===== config.mk =====
export PLATFORM = sky130hd
export DESIGN_NAME = mode_event_timer
export DESIGN_NICKNAME = d
export VERILOG_FILES = /design/src/rtl/mode_event_timer.sv
export SDC_FILE = /design/constraint.sdc
export NUM_CORES = 1
export LEC_CHECK = 0
export BUFFER_PORTS_ARGS = -buffer_cell sky130_fd_sc_hd__buf_2
export CORE_ASPECT_RATIO = 0.6
export CORE_UTILIZATION = 47
export CTS_CLUSTER_DIAMETER = 80
export CTS_CLUSTER_SIZE = 8
export DETAILED_ROUTE_END_ITERATION = 6
export GPL_ROUTABILITY_DRIVEN = 1
export PLACE_DENSITY = 0.77
export SETUP_SLACK_MARGIN = 0.05
export SYNTH_ARGS = -nofsm -noshare
export SYNTH_HDL_FRONTEND = slang
export SYNTH_SLANG_ARGS = --single-unit
export TNS_END_PERCENT = 20

===== constraint.sdc =====
create_clock -name clk -period 2.53 [get_ports clk]
set_input_delay 0.1265 -clock clk [delete_from_list [all_inputs] [get_ports clk]]
set_output_delay 0.1265 -clock clk [all_outputs]
set_load 0.01 [all_outputs]

===== src/rtl/mode_event_timer.sv =====
// Mode-gated countdown timer with optional prescaler, pause/hold and auto-reload.
// Outputs come straight from the state/count/strobe registers.
module mode_event_timer #(
  parameter int CNT_WIDTH   = 32,
  parameter int MODE_WIDTH  = 3,
  parameter int ARM_MODE    = 0,
  parameter int TICK_DIV    = 1,
  parameter int AUTO_RELOAD = 0
) (
  input  logic                  clk,
  input  logic                  rstn,
  input  logic [MODE_WIDTH-1:0] current_mode,
  input  logic                  start,
  input  logic                  pause,
  input  logic [CNT_WIDTH-1:0]  load_value,
  output logic [CNT_WIDTH-1:0]  remaining,
  output logic                  running,
  output logic                  done,
  output logic                  expired_pulse
);

  localparam int PW = (TICK_DIV > 1) ? $clog2(TICK_DIV) : 1;
  localparam logic [PW-1:0]         PRESC_MAX = PW'(TICK_DIV - 1);
  localparam logic [MODE_WIDTH-1:0] ARM_ENC   = MODE_WIDTH'(ARM_MODE);
  localparam logic [CNT_WIDTH-1:0]  CNT_ONE   = CNT_WIDTH'(1);

  typedef enum logic [1:0] {IDLE, RUN, HOLD, DONE} state_t;

  state_t                state_reg;
  logic [CNT_WIDTH-1:0]  count_reg;
  logic [PW-1:0]         presc_reg;
  logic                  pulse_reg;

  always_ff @(posedge clk or negedge rstn) begin
    if (!rstn) begin
      state_reg <= IDLE;
      count_reg <= '0;
      presc_reg <= '0;
      pulse_reg <= 1'b0;
    end else begin
      pulse_reg <= 1'b0;
      if (current_mode != ARM_ENC) begin
        state_reg <= IDLE;
        count_reg <= '0;
        presc_reg <= '0;
      end else if (start) begin
        count_reg <= load_value;
        presc_reg <= '0;
        if (load_value == '0) begin
          state_reg <= DONE;
          pulse_reg <= 1'b1;
        end else begin
          state_reg <= RUN;
        end
      end else begin
        case (state_reg)
          RUN, HOLD: begin
            if (pause) begin
              state_reg <= HOLD;
            end else begin
              // Leaving HOLD ticks on the same edge, so only pause-high edges are lost.
              state_reg <= RUN;
              if (presc_reg == PRESC_MAX) begin
                presc_reg <= '0;
                if (count_reg == CNT_ONE) begin
                  pulse_reg <= 1'b1;
                  if (AUTO_RELOAD != 0) begin
                    count_reg <= load_value;
                    if (load_value == '0) state_reg <= DONE;
                  end else begin
                    count_reg <= '0;
                    state_reg <= DONE;
                  end
                end else if (count_reg != '0) begin
                  count_reg <= count_reg - CNT_ONE;
                end
              end else begin
                presc_reg <= presc_reg + PW'(1);
              end
            end
          end
          default: begin
            state_reg <= state_reg;
          end
        endcase
      end
    end
  end

  assign remaining     = count_reg;
  assign running       = (state_reg == RUN);
  assign done          = (state_reg == DONE);
  assign expired_pulse = pulse_reg;

endmodule


==> impl_metrics.csv, run 1 <==
group,metric,value,unit
outcome,status,"finished clean",
power,p_leak,0.001521,uW
floorplan,rows,19,
synthesis,avgSynthCellArea,8.330,sq um
global_route,grt_first_pass_wirelength,12.54,mm
floorplan,core_area,4778,sq um
global_route,met1_usage,47.71,%
floorplan,die_area,5476,sq um
setup_path,required,2.69,ns
synthesis,synth_flop_cell,"dfrtp_1",
synthesis,syn_nets,336,
synthesis,async_reset_ff_share,100.0,%
place,gp_congestion,0.9291,
timing,post-route-period-util,97.10,%
setup_path,worst-path-buf-inv,1,
global_route,grt_max_degree,36,
cts,worstSkewPairLatency,0.29,ns
setup_path,r2r_cells,7,
floorplan,dieHeight,57.73,microns
setup_path,timing.rr.start,"remaining[18]",
flow_run,cap_violations,0,
synthesis,ys_ff_latch,35,
floorplan,die_x,94.87,microns
worst_hold_path,whs_path_depth,3,
setup_path,critPathMaxStageDelay,0.53,ns
setup_path,rrSetupSlack,0.07,ns
cts,cts_root_buffer,"clkbuf_8",
setup_path,crit_path_start_kind,"register",
cts,cts.reportedPaths.clkPinSlew,0.07,ns
setup_path,worstPathArrival,2.62,ns
timing,worst-slew-pin-transition,0.7879,ns
route,vias,2979,
setup_path,critical_path_class,"register to register",
global_route,grt_usage,30.33,%
worst_hold_path,whs_endpoint,"remaining[27]",
synthesis,yosysMostFrequentCell,"dfrtp_1",
timing,hold_violations,0,
global_route,grt_pass1_vias,2425,
floorplan,ios,74,
layout,fin_nets,427,
route,antenna_left,0,
synthesis,ys_seq_area_share,36.01,%
timing,final_max_slew_viol_count,0,
synthesis,synth_edf_count,0,
synthesis,syn_area,2432,sq um
route,drt_iter0_markers,279,
floorplan,start_util,50.90,%
place,dpl.hpwl,6.032,mm
setup_path,cp_cell_sequence,"or4_4 -> or3_4 -> o41a_1 -> buf_4 -> o21a_1 -> o21ai_1 -> a21oi_1",
cts,clockBufferDepth,2,
cts,clock-sinks,35,
cts,cts_tree,"built",
timing,fin_skew,0.004376,ns
power,power_density,487.4,nW/um^2
synthesis,synth_top_area_share,36.01,%
timing,rsz0062_at_grt,"yes",
worst_hold_path,min-delay-start,"load_value[27]",
global_route,globalRouteOverflowTotal,0,
global_route,antenna_found_initial,0,
layout,final_core_utilization,66.09,%
layout,syn2layout_area_growth,29.84,%
power,peakVddDrop,0.0003338,V
setup_path,slowest_stage,"or4_4",
setup_path,cp_max_fo,5,
global_route,use_met2,42.03,%
timing,hold_slack,0.06370,ns
route,drtPass1Iterations,5,
setup_path,cp-end-kind,"register",
synthesis,syn_inst,292,
route,wl_per_cell,18.63,microns
synthesis,synthDistinctLibCells,46,
synthesis,yosysTopAreaCell,"dfrtp_1",
synthesis,synth_warnings,0,
cts,cts_buffers,5,
synthesis,ys_top_cells_by_area,"dfrtp_1 (36%), nor4_1 (6.4%), o21ai_0 (6.0%)",
layout,drive_gt1_share,32.46,%
route,vias_per_cell,6.694,
cts,htreeDepth,2,
timing,fin_crit,2.457,ns
layout,largest_reg_flops,32,
timing,max_freq,0.4070,GHz
setup_path,r2r-end,"remaining[11]",
route,drc,0,
layout,antenna_cells_inserted,0,
timing,setup_viol,0,
synthesis,yosys-top-cells-count,"dfrtp_1 (35), o21ai_0 (29), nor2_1 (25), nor4_1 (25), nand2_1 (21)",
place,io_buffers,73,
timing,maxSlewHeadroom,47.47,%
setup_path,critical_path.top_delay_family,"simple AND/OR/NAND/NOR gates",
worst_hold_path,hp-class,"primary input to register",
global_route,top_usage_layer,"met1",
global_route,grt_use_met3,6.168,%
route,wl,8.291,mm
## worst min-delay path, cell delays in order
cell	delay, ns
buf_2	0.09
nand2_1	0.04
o21ai_1	0.06
## how the worst max path moves through the flow
| stage | startpoint | end | slack [ns] | cells past startpoint |
|---|---|---|---|---|
| floorplan | remaining[18] | remaining[19] | 0.04 | 8 |
| finish | remaining[18] | remaining[11] | 0.07 | 7 |
| CTS | remaining[21] | remaining[6] | 0.01 | 6 |
| global placement | remaining[21] | remaining[6] | 0.01 | 6 |
| global route | remaining[4] | remaining[15] | -0.05 | 7 |
| detailed placement | remaining[1] | remaining[28] | -0.08 | 8 |
## stage by stage
| step | instance area [sq um] | TNS [ns] | instances | power (uW) | setup WS [ns] |
|---|---|---|---|---|---|
| final | 3158 | 0 | 445 | 1539 | 0.07329 |
| after CTS | 3080 | 0 | 442 | 1488 | 0.01072 |
| after global placement | 2995 | 0 | 435 | 1091 | 0.01053 |
| after floorplan | 2432 | 0 | 292 | 909.4 | 0.03697 |
| after global routing | 3158 | -0.1157 | 445 | 1614 | -0.05302 |
| after detailed placement | 2995 | -0.07972 | 435 | 1105 | -0.07972 |
## layer usage
metal  up-vias  routed length [microns]
met4         0                      140
met3        23                     1034
met2       211                     3450
li1       1333                        -
met1      1412                     3666
met5         -                        0
## cell families (layout without fill, tap and decap cells)
family	Yosys count	after routing	share of synthesized area, %
AND/OR/NAND/NOR	127	127	28.70
AO/OA/AOI/OAI	99	99	27.93
flip-flops	35	35	36.01
buffers and inverters	26	116	4.784
adder cells (fa/ha/maj)	5	5	2.572
## cell type report
cell class / instances / area [sq um]
Multi-Input combinational cell: 231 / 1501
Sequential cell: 35 / 877.1
Tap cell: 63 / 78.83
Clock buffer: 6 / 72.57
Fill cell: 411 / 1620
Timing Repair Buffer: 102 / 598.1
Inverter: 8 / 30.03
## report_power, final
| group | switching, uW | internal [uW] | leakage (uW) |
|---|---|---|---|
| sequential | 37.6 | 581 | 0.000480 |
| clock | 203 | 184 | 0.0000371 |
| combinational | 313 | 220 | 0.00100 |
## repair_timing
item | in CTS | in global routing
pin swaps | 1 | 4
hold endpoints to repair | 35 | 0
setup endpoints to repair | 8 | 31
resized for setup | 1 | 13
hold buffers | 1 | 0
setup buffers | 0 | 3
## cells in the final DEF (no fill, tap or decap), types with 5 or more instances in the layout
cell type  synthesis  final
nor4_1            25     22
nor3_1            18     15
ha_1               5      5
nor2_1            25     24
o2bb2ai_1          7      7
buf_4              0     27
clkbuf_8           0      5
inv_1              8      8
buf_2              3     73
o21ai_0           29     27
nand3_1            8      7
a221o_1           12     12
nand2_1           21     20
dfrtp_1           35     34
o22ai_1            5      5
a21oi_1           18     18
(Power assumes the default switching activity.)
==> run 2: changes to the inputs <==
Settings changed: SETUP_SLACK_MARGIN 0.05 to 0.4.
==> run 2 against run 1 <==
  * Total power up 8.9%
  * Largest cell class unchanged
  * Sequential share of layout area down 1.6 points
  * Largest power group unchanged
  * Clock power up 20%
  * Critical path type unchanged
  * Sequential cell count unchanged
==> impl_metrics.csv, run 2 (synthesis gave the netlist of run 1 again) <==
group,metric,value,unit
place,gp_congestion,0.9375,
cts,cts_root_buffer,"clkbuf_8",
outcome,status,"finished clean",
floorplan,core_area,4778,sq um
route,drtPass1Iterations,5,
global_route,grt_pass1_vias,2693,
worst_hold_path,hp-class,"primary input to register",
power,peakVddDrop,0.0003303,V
cts,worstSkewPairLatency,0.30,ns
place,dpl.hpwl,6.104,mm
layout,fin_area,3359,sq um
floorplan,dieHeight,57.73,microns
floorplan,rows,19,
timing,maxSlewHeadroom,45.68,%
route,drt_iter0_markers,357,
layout,final_common_cell,"buf_2",
cts,cts_buffers,5,
flow_run,cap_violations,0,
floorplan,start_util,50.90,%
timing,hold_violations,0,
cts,clockBufferDepth,2,
floorplan,die_area,5476,sq um
global_route,grt_max_degree,37,
route,vias_per_cell,6.634,
route,vias,3045,
setup_path,required,2.72,ns
power,p_leak,0.001611,uW
floorplan,ios,74,
timing,max_freq,0.4255,GHz
place,place_area,3004,sq um
layout,fin_nets,439,
route,wl_per_cell,19.55,microns
place,dp_slack,0.008102,ns
setup_path,r2r_cells,6,
route,wl,8.973,mm
worst_hold_path,whs_path_depth,3,
layout,antenna_cells_inserted,0,
timing,setup_ws,0.1799,ns
timing,rsz0062_at_grt,"yes",
timing,fin_crit,2.350,ns
route,antenna_left,0,
global_route,antenna_found_initial,0,
layout,syn2layout_area_growth,38.12,%
global_route,globalRouteOverflowTotal,0,
place,io_buffers,73,
layout,final_core_utilization,70.31,%
timing,fin_skew,0.004444,ns
setup_path,cp_max_fo,7,
cts,cts_tree,"built",
timing,post-route-period-util,92.89,%
cts,htreeDepth,2,
setup_path,worstPathArrival,2.54,ns
floorplan,die_x,94.87,microns
timing,worst-slew-pin-transition,0.8149,ns
setup_path,crit_path_start_kind,"register",
layout,drive_gt1_share,37.37,%
layout,largest_reg_flops,32,
setup_path,cp-end-kind,"register",
cts,cts.reportedPaths.clkPinSlew,0.07,ns
timing,final_max_slew_viol_count,0,
layout,final_cell_mix,"buf_2 (74), buf_4 (36), dfrtp_1 (32)",
route,drc,0,
setup_path,critical_path_class,"register to register",
timing,setup_viol,0,
cts,clock-sinks,35,
global_route,grt_first_pass_wirelength,13.64,mm
power,power_density,499.2,nW/um^2
global_route,grt_usage,33.04,%
[run 2: changes by cell type in the layout (fill, tap and decap cells not counted), moves of 2 or more]
| cell | delta |
|---|---|
| buf_4 | +9 |
| o21ai_0 | -4 |
| o21ai_1 | +4 |
| a22oi_1 | -3 |
| a22oi_2 | +3 |
| clkbuf_8 | +2 |
| dfrtp_1 | -2 |
| dfrtp_2 | +2 |
[run 2: worst max-delay path, cell delays in order (launching register included)]
cell,delay [ns]
dfrtp_2,0.41
or4_4,0.55
or3_4,0.36
or4_4,0.50
nand2_4,0.10
o41ai_1,0.07
a32o_1,0.25
[run 2: power breakdown]
| part | internal, uW | switching, uW |
|---|---|---|
| sequential | 581 | 37.0 |
| clock | 249 | 216 |
| combinational | 250 | 343 |
| total | 1080 | 596 |
[run 2: what timing repair did]
action,in CTS,in global routing
setup endpoints to repair,34,34
gates resized for setup,18,14
pin swaps,9,5
hold endpoints to repair,35,0
cloned,0,1
setup buffers,10,4
hold buffers,1,0
[run 2: cell type report]
type | count | area [sq um]
clock buffer | 8 | 100.1
sequential | 35 | 879.6
inverter | 8 | 30.03
multi-input combinational | 231 | 1564
tap | 63 | 78.83
fill | 374 | 1419
timing repair buffer | 114 | 706.9
[run 2: per-stage QoR]
stage	power (uW)	hold WS, ns	TNS [ns]	cells
floorplan	914.1	-0.1691	0	292
detailed placement	1111	0.2570	0	435
CTS	1617	0.06441	0	454
global placement	1097	0.2548	-0.002766	435
finish	1677	0.06749	0	459
global route	1754	0.06553	0	459
[run 2: final timing paths]
path,startpoint,to,slack [ns]
max,remaining[19],remaining[18],0.18
min,load_value[27],remaining[27],0.07
max reg2reg,remaining[19],remaining[18],0.18
min reg2reg,remaining[21],remaining[21],0.55
max in group asynchronous,rstn,remaining[18],1.50
min in group asynchronous,rstn,remaining[12],0.46
[run 2: per-layer routing]
layer | routed length, microns | track usage [%] | vias up
li1 | - | - | 1356
met1 | 3892 | 49.96 | 1451
met2 | 3811 | 46.97 | 220
met3 | 1130 | 9.449 | 18
met4 | 140 | 6.494 | 0
met5 | 0 | 0 | -
